$ cat src/rtl/cavlc_fifo_arbiter_if.sv
// Write-side bus of the CAVLC output FIFO arbiter: both producer ports,
// flush/error control, and the FIFO write/flag signals.
interface cavlc_fifo_arbiter_if;
    logic        Req0;
    logic        Req1;
    logic [15:0] Data0;
    logic [15:0] Data1;
    logic        Last0;
    logic        Last1;
    logic        Ack0;
    logic        Ack1;
    logic        FlushReq;
    logic        FlushDone;
    logic        ErrClear;
    logic        FifoFull;
    logic        FifoOverflow;
    logic        FifoUnderflow;
    logic        FifoDataReady;
    logic [15:0] FifoDataIn;
    logic        FifoEnable;
    logic        Busy;
    logic [2:0]  ErrStatus;

    modport slave (
        input  Req0, Req1, Data0, Data1, Last0, Last1,
        input  FlushReq, ErrClear, FifoFull, FifoOverflow, FifoUnderflow,
        output Ack0, Ack1, FlushDone, FifoDataReady, FifoDataIn,
        output FifoEnable, Busy, ErrStatus
    );

    modport master (
        output Req0, Req1, Data0, Data1, Last0, Last1,
        output FlushReq, ErrClear, FifoFull, FifoOverflow, FifoUnderflow,
        input  Ack0, Ack1, FlushDone, FifoDataReady, FifoDataIn,
        input  FifoEnable, Busy, ErrStatus
    );
endinterface

$ cat src/rtl/cavlc_fifo_arbiter.sv
// Packet-atomic round-robin arbiter sharing the CAVLC output FIFO write port
// between the header writer (port 0) and the coefficient packer (port 1).
module cavlc_fifo_arbiter #(
    parameter int MAX_PKT = 16
) (
    input  logic                 Clk,
    input  logic                 Reset,
    cavlc_fifo_arbiter_if.slave  bus
);

    typedef enum logic [1:0] {
        IDLE   = 2'd0,
        GRANT0 = 2'd1,
        GRANT1 = 2'd2,
        FLUSH  = 2'd3
    } state_t;

    localparam logic [7:0] CNT_LIMIT = 8'(MAX_PKT - 1);

    state_t      state;
    logic        lastServed;
    logic        flushPending;
    logic [7:0]  wordCnt;
    logic [2:0]  errStatus;

    logic        accept;
    logic        lastWord;
    logic [15:0] dataSel;
    logic        atLimit;
    logic        pktEnd;
    logic        tooLong;
    logic        enterFlush;

    // Word acceptance and data selection for the currently granted port
    always_comb begin
        accept   = 1'b0;
        lastWord = 1'b0;
        dataSel  = 16'h0000;
        case (state)
            GRANT0: begin
                accept   = bus.Req0 & ~bus.FifoFull;
                lastWord = bus.Last0;
                dataSel  = bus.Data0;
            end
            GRANT1: begin
                accept   = bus.Req1 & ~bus.FifoFull;
                lastWord = bus.Last1;
                dataSel  = bus.Data1;
            end
            default: begin
                accept   = 1'b0;
                lastWord = 1'b0;
                dataSel  = 16'h0000;
            end
        endcase
    end

    assign atLimit    = (wordCnt == CNT_LIMIT);
    assign pktEnd     = accept & (lastWord | atLimit);
    assign tooLong    = accept & ~lastWord & atLimit;
    assign enterFlush = (state == IDLE) & flushPending;

    assign bus.Ack0          = accept & (state == GRANT0);
    assign bus.Ack1          = accept & (state == GRANT1);
    assign bus.FifoDataReady = accept;
    assign bus.FifoDataIn    = accept ? dataSel : 16'h0000;
    assign bus.FifoEnable    = (state != FLUSH);
    assign bus.FlushDone     = (state == FLUSH);
    assign bus.Busy          = (state != IDLE) | flushPending;
    assign bus.ErrStatus     = errStatus;

    // Arbitration FSM: grants are only released at end of packet
    always_ff @(posedge Clk or posedge Reset) begin
        if (Reset) begin
            state      <= IDLE;
            lastServed <= 1'b1;
            wordCnt    <= 8'd0;
        end else begin
            case (state)
                IDLE: begin
                    if (flushPending) begin
                        state <= FLUSH;
                    end else if (bus.Req0 & ~bus.Req1) begin
                        state <= GRANT0;
                    end else if (~bus.Req0 & bus.Req1) begin
                        state <= GRANT1;
                    end else if (bus.Req0 & bus.Req1) begin
                        state <= lastServed ? GRANT0 : GRANT1;
                    end else begin
                        state <= IDLE;
                    end
                end
                GRANT0, GRANT1: begin
                    if (pktEnd) begin
                        state      <= IDLE;
                        lastServed <= (state == GRANT1);
                        wordCnt    <= 8'd0;
                    end else if (accept) begin
                        wordCnt <= wordCnt + 8'd1;
                    end else begin
                        wordCnt <= wordCnt;
                    end
                end
                FLUSH: begin
                    state <= IDLE;
                end
                default: begin
                    state <= IDLE;
                end
            endcase
        end
    end

    // Flush request latch; a new pulse on the entry edge is not lost
    always_ff @(posedge Clk or posedge Reset) begin
        if (Reset) begin
            flushPending <= 1'b0;
        end else begin
            flushPending <= bus.FlushReq | (flushPending & ~enterFlush);
        end
    end

    // Sticky error flags; a new event outranks a simultaneous clear
    always_ff @(posedge Clk or posedge Reset) begin
        if (Reset) begin
            errStatus <= 3'b000;
        end else begin
            errStatus <= (bus.ErrClear ? 3'b000 : errStatus)
                       | {tooLong, bus.FifoUnderflow, bus.FifoOverflow};
        end
    end

endmodule
$ cat src/flat_wrapper.sv
// flat-port wrapper written by rule: the top's interface ports become plain ports
module cavlc_fifo_arbiter_flat 
#(
    parameter int MAX_PKT = 16
)
  (Clk, Reset, bus_Req0, bus_Req1, bus_Data0, bus_Data1, bus_Last0, bus_Last1, bus_FlushReq, bus_ErrClear, bus_FifoFull, bus_FifoOverflow, bus_FifoUnderflow, bus_Ack0, bus_Ack1, bus_FlushDone, bus_FifoDataReady, bus_FifoDataIn, bus_FifoEnable, bus_Busy, bus_ErrStatus);
  cavlc_fifo_arbiter_if bus_i ();
  input  logic Clk;
  input  logic Reset;
  input wire logic [$bits(bus_i.Req0)-1:0] bus_Req0;
  input wire logic [$bits(bus_i.Req1)-1:0] bus_Req1;
  input wire logic [$bits(bus_i.Data0)-1:0] bus_Data0;
  input wire logic [$bits(bus_i.Data1)-1:0] bus_Data1;
  input wire logic [$bits(bus_i.Last0)-1:0] bus_Last0;
  input wire logic [$bits(bus_i.Last1)-1:0] bus_Last1;
  input wire logic [$bits(bus_i.FlushReq)-1:0] bus_FlushReq;
  input wire logic [$bits(bus_i.ErrClear)-1:0] bus_ErrClear;
  input wire logic [$bits(bus_i.FifoFull)-1:0] bus_FifoFull;
  input wire logic [$bits(bus_i.FifoOverflow)-1:0] bus_FifoOverflow;
  input wire logic [$bits(bus_i.FifoUnderflow)-1:0] bus_FifoUnderflow;
  output wire logic [$bits(bus_i.Ack0)-1:0] bus_Ack0;
  output wire logic [$bits(bus_i.Ack1)-1:0] bus_Ack1;
  output wire logic [$bits(bus_i.FlushDone)-1:0] bus_FlushDone;
  output wire logic [$bits(bus_i.FifoDataReady)-1:0] bus_FifoDataReady;
  output wire logic [$bits(bus_i.FifoDataIn)-1:0] bus_FifoDataIn;
  output wire logic [$bits(bus_i.FifoEnable)-1:0] bus_FifoEnable;
  output wire logic [$bits(bus_i.Busy)-1:0] bus_Busy;
  output wire logic [$bits(bus_i.ErrStatus)-1:0] bus_ErrStatus;
  assign bus_i.Req0 = bus_Req0;
  assign bus_i.Req1 = bus_Req1;
  assign bus_i.Data0 = bus_Data0;
  assign bus_i.Data1 = bus_Data1;
  assign bus_i.Last0 = bus_Last0;
  assign bus_i.Last1 = bus_Last1;
  assign bus_i.FlushReq = bus_FlushReq;
  assign bus_i.ErrClear = bus_ErrClear;
  assign bus_i.FifoFull = bus_FifoFull;
  assign bus_i.FifoOverflow = bus_FifoOverflow;
  assign bus_i.FifoUnderflow = bus_FifoUnderflow;
  assign bus_Ack0 = bus_i.Ack0;
  assign bus_Ack1 = bus_i.Ack1;
  assign bus_FlushDone = bus_i.FlushDone;
  assign bus_FifoDataReady = bus_i.FifoDataReady;
  assign bus_FifoDataIn = bus_i.FifoDataIn;
  assign bus_FifoEnable = bus_i.FifoEnable;
  assign bus_Busy = bus_i.Busy;
  assign bus_ErrStatus = bus_i.ErrStatus;
  cavlc_fifo_arbiter #(.MAX_PKT(MAX_PKT)) u_core (.Clk(Clk), .Reset(Reset), .bus(bus_i));
endmodule
$ cat config.mk
export PLATFORM = sky130hd
export DESIGN_NAME = cavlc_fifo_arbiter_flat
export DESIGN_NICKNAME = d
export VERILOG_FILES = /design/src/rtl/cavlc_fifo_arbiter_if.sv /design/src/rtl/cavlc_fifo_arbiter.sv /design/src/flat_wrapper.sv
export SDC_FILE = /design/constraint.sdc
export NUM_CORES = 1
export LEC_CHECK = 0
export BUFFER_PORTS_ARGS = -buffer_cell sky130_fd_sc_hd__buf_2
export CAP_MARGIN = 5
export CORE_ASPECT_RATIO = 0.7
export CORE_MARGIN = 4
export CORE_UTILIZATION = 40
export CTS_CLUSTER_SIZE = 25
export DETAILED_ROUTE_END_ITERATION = 8
export PLACE_DENSITY = 0.77
export SYNTH_ARGS = -nofsm -noshare
export SYNTH_HDL_FRONTEND = slang
export SYNTH_SLANG_ARGS = --single-unit
$ cat constraint.sdc
create_clock -name Clk -period 2.82 [get_ports Clk]
set_input_delay 0.141 -clock Clk [delete_from_list [all_inputs] [get_ports Clk]]
set_output_delay 0.141 -clock Clk [all_outputs]
set_load 0.03 [all_outputs]
==> impl_metrics.py <==
metrics = {
    "yosys": {
        "synth_enable_flop_cells": 0,
        "ys.flop_type": "dfrtp_1",
        "synthArstFlopShare_pct": 100,
        "synth_area_sq_um": 1010,
        "ys_ff_latch": 15,
        "synth_cells": 105,
        "syn_area_per_cell_sq_um": 9.64,
        "yosysSeqAreaShare_pct": 37.2,
        "synth_fp_nets": 154,
        "ys.warnings.count": 0,
        "synth_cell_type_count": 31,
    },
    "global_routing": {
        "grt_max_degree": 18,
        "grt_pass1_vias": 998,
        "antenna_found_initial": 0,
        "gr-total-overflow": 0,
        "grt_pass1_wl_um": 4600,
        "track_usage_pct": 17.5,
    },
    "pwr": {
        "vdd_drop_max_uv": 454,
        "p_per_area_nw_per_um2": 687,
        "leakagePower_uw": 0.000763,
        "internal_power_uw": 518,
        "power_frac_seq_pct": 33.4,
        "p_clk_share_pct": 12.1,
        "switching_share_pct": 45.9,
        "power_switching_uw": 439,
        "combPwrFrac_pct": 54.5,
    },
    "layout": {
        "layout-drive-gt1-share_pct": 44.3,
        "multi_input_area_sq_um": 566,
        "nets": 224,
        "regArea_sq_um": 377,
        "syn_to_final_growth_pct": 37.7,
        "antenna_cells": 0,
        "fillers": 194,
    },
    "placement": {
        "finalWeightedCongestion": 0.883,
        "preCtsSetupSlack_ns": 0.539,
        "io_buffers": 67,
        "dp_hpwl_um": 2450,
    },
    "sta": {
        "rsz0062_at_grt": "no",
        "fin_crit_sh_pct": 91.5,
        "finalHoldViolCount": 0,
        "clock.fmax_mhz": 387,
        "setup_viol": 0,
        "worst_pin_slew_ns": 0.555,
        "layout_min_cycle_time_ns": 2.58,
        "worst_slack_ns": 0.239,
        "fin_tns_setup_ns": 0,
        "drv_slew": 0,
        "fin_skew_ns": 0.00117,
        "slew_headroom_pct": 63.0,
    },
    "worst_setup_path": {
        "cp_max_fo": 17,
        "r2r_cells": 6,
        "r2r-start": "u_core.state[0]$_DFFE_PP0P_",
        "worstPathArrival_ns": 2.44,
        "critPathRequiredTime_ns": 2.68,
        "critPathCaptureType": "output port",
        "r2r_end": "u_core.lastServed$_DFFE_PP1P_",
        "start_kind": "flip-flop",
        "r2r_slack_ns": 0.71,
        "worst-setup-path-type": "reg2out",
    },
    "floorplan": {
        "io_pins": 68,
        "core_sq_um": 2280,
        "start_util_pct": 44.5,
        "die_w_um": 68.1,
        "rows": 14,
        "die_h_um": 50.1,
        "dieArea_sq_um": 3410,
    },
    "clocking": {
        "cts_made_buffers": 3,
        "htreeDepth": 1,
        "cts_tree": "yes",
        "post_cts_buffers": 0,
        "clk_latency_ns": 0.27,
        "clock-root-buffer": "clkbuf_4",
        "clock_path_buffers": 2,
        "clk_pin_slew_ns": 0.08,
        "cts.sinks": 15,
    },
    "route": {
        "drtPass1Iterations": 5,
        "vias_per_cell": 5.07,
        "routed-via-count": 1045,
        "drt_wl_total_um": 2860,
        "wl_per_cell_um": 13.9,
        "drt_iter0_markers": 33,
        "drc_errors": 0,
        "ant_nets": 0,
    },
    "hold_path": {
        "hp-class": "in2reg",
        "hold_depth": 2,
        "hp-start": "bus_FlushReq",
        "hold_end": "u_core.flushPending$_DFF_PP0_",
    },
    "run_status": {
        "status": "finished clean",
    },
    "run": {
        "maxCapViolCount": 0,
    },
}
## worst max path at each step
stage,slack (ns),end,from,depth (start not counted)
after floorplan,0.55,bus_FifoDataIn[10],u_core.state[1]$_DFFE_PP0P_,10
after global placement,0.64,bus_FifoDataIn[3],u_core.state[0]$_DFFE_PP0P_,8
after detailed placement,0.54,bus_FifoDataIn[13],u_core.state[0]$_DFFE_PP0P_,8
after CTS,0.22,bus_FifoDataIn[13],u_core.state[0]$_DFFE_PP0P_,8
after global routing,0.04,bus_FifoDataIn[7],u_core.state[0]$_DFFE_PP0P_,8
final,0.24,bus_FifoDataIn[2],u_core.state[0]$_DFFE_PP0P_,8
## routing by layer
metal | up-vias | GRT usage, % | share of wire (%)
met1 | 471 | 20.9 | 40
met5 | - | 0 | 0
li1 | 518 | - | -
met2 | 52 | 29.4 | 49
met4 | 0 | 3.96 | 1.5
met3 | 4 | 6.36 | 10
## repair_timing
| action | in CTS | in global routing |
|---|---|---|
| endpoints found under the hold margin | 14 | 0 |
| resized for setup | 0 | 0 |
| setup endpoints to repair | 0 | 0 |
| hold buffers | 1 | 0 |
## worst max-delay path, stage by stage, from the launching register on
cell     delay, ns
dfrtp_1       0.41
inv_1         0.13
ha_1          0.26
mux2i_2       0.35
or2_1         0.30
inv_4         0.08
and2_4        0.22
a22o_1        0.24
buf_2         0.17
## power groups by stage
stage	combinational [uW]	clock [uW]	sequential, uW
6_report	522	116	319
4_1_cts	526	122	318
2_1_floorplan	401	0	313
5_1_grt	580	137	327
3_3_place_gp	515	0	319
3_5_place_dp	524	0	322
## final cells by class
| class | instances | share of cell area, % |
|---|---|---|
| Clock buffer | 4 | 1.89 |
| Tap cell | 32 | 2.87 |
| Multi-Input combinational cell | 78 | 40.6 |
| Inverter | 8 | 2.33 |
| Timing Repair Buffer | 69 | 25.3 |
| Sequential cell | 15 | 27.0 |
## stage by stage
stage	power, uW	instances	util (%)	cell area, sq um	hold WS (ns)
6_report	957	206	61.2	1390	0.0428
2_1_floorplan	714	105	-	1010	0.0418
3_5_place_dp	846	201	59.6	1360	0.218
3_3_place_gp	834	201	59.6	1360	0.222
5_1_grt	1040	206	61.2	1390	0.0351
4_1_cts	966	206	61.2	1390	0.0297
## Yosys cell counts (all sizes together), types with 2 or more instances
master / count / area share [%]
inv: 8 / 3.2
nor2: 7 / 2.8
xnor2: 5 / 4.3
nand3: 3 / 1.5
ha: 6 / 7.4
buf: 3 / 3.3
a21boi: 2 / 1.5
nand2b: 2 / 1.2
and2: 2 / 1.5
a22o: 17 / 15
mux2i: 3 / 3.3
nand2: 9 / 3.3
dfrtp: 14 / 35
nor4: 4 / 2.5
o21ai: 5 / 2.5
nor3: 2 / 0.99
a21o: 3 / 2.2
## flip-flops by register name, indices dropped and copies added (netlist names)
name	cells
u_core.bus.ErrStatus	3
u_core.lastServed	1
u_core.flushPending	1
u_core.wordCnt	8
u_core.state	2
## cells by family (layout without fill, tap and decap cells)
| kind of cell | after synthesis | in the layout | synth area share, % |
|---|---|---|---|
| multiplexers | 4 | 4 | 4.45 |
| AO/OA/AOI/OAI | 30 | 30 | 23.1 |
| adder cells (fa/ha/maj) | 6 | 6 | 7.42 |
| flip-flops | 15 | 15 | 37.2 |
| AND/OR/NAND/NOR | 33 | 33 | 16.6 |
| buffers and inverters | 12 | 81 | 6.92 |
| XOR/XNOR | 5 | 5 | 4.33 |
## placed cells by master, fill, tap and decap left out, types with 2 or more instances in the layout
master,count
nand2_1,9
mux2i_1,2
a22o_1,17
buf_2,67
nor3_1,2
nand3_1,3
dfrtp_1,14
nor2_1,6
o21ai_0,5
xnor2_1,5
nand2b_1,2
ha_1,6
nor4_1,4
a21o_1,3
a21boi_0,2
clkbuf_4,3
inv_1,7
(Power assumes the default switching activity.)
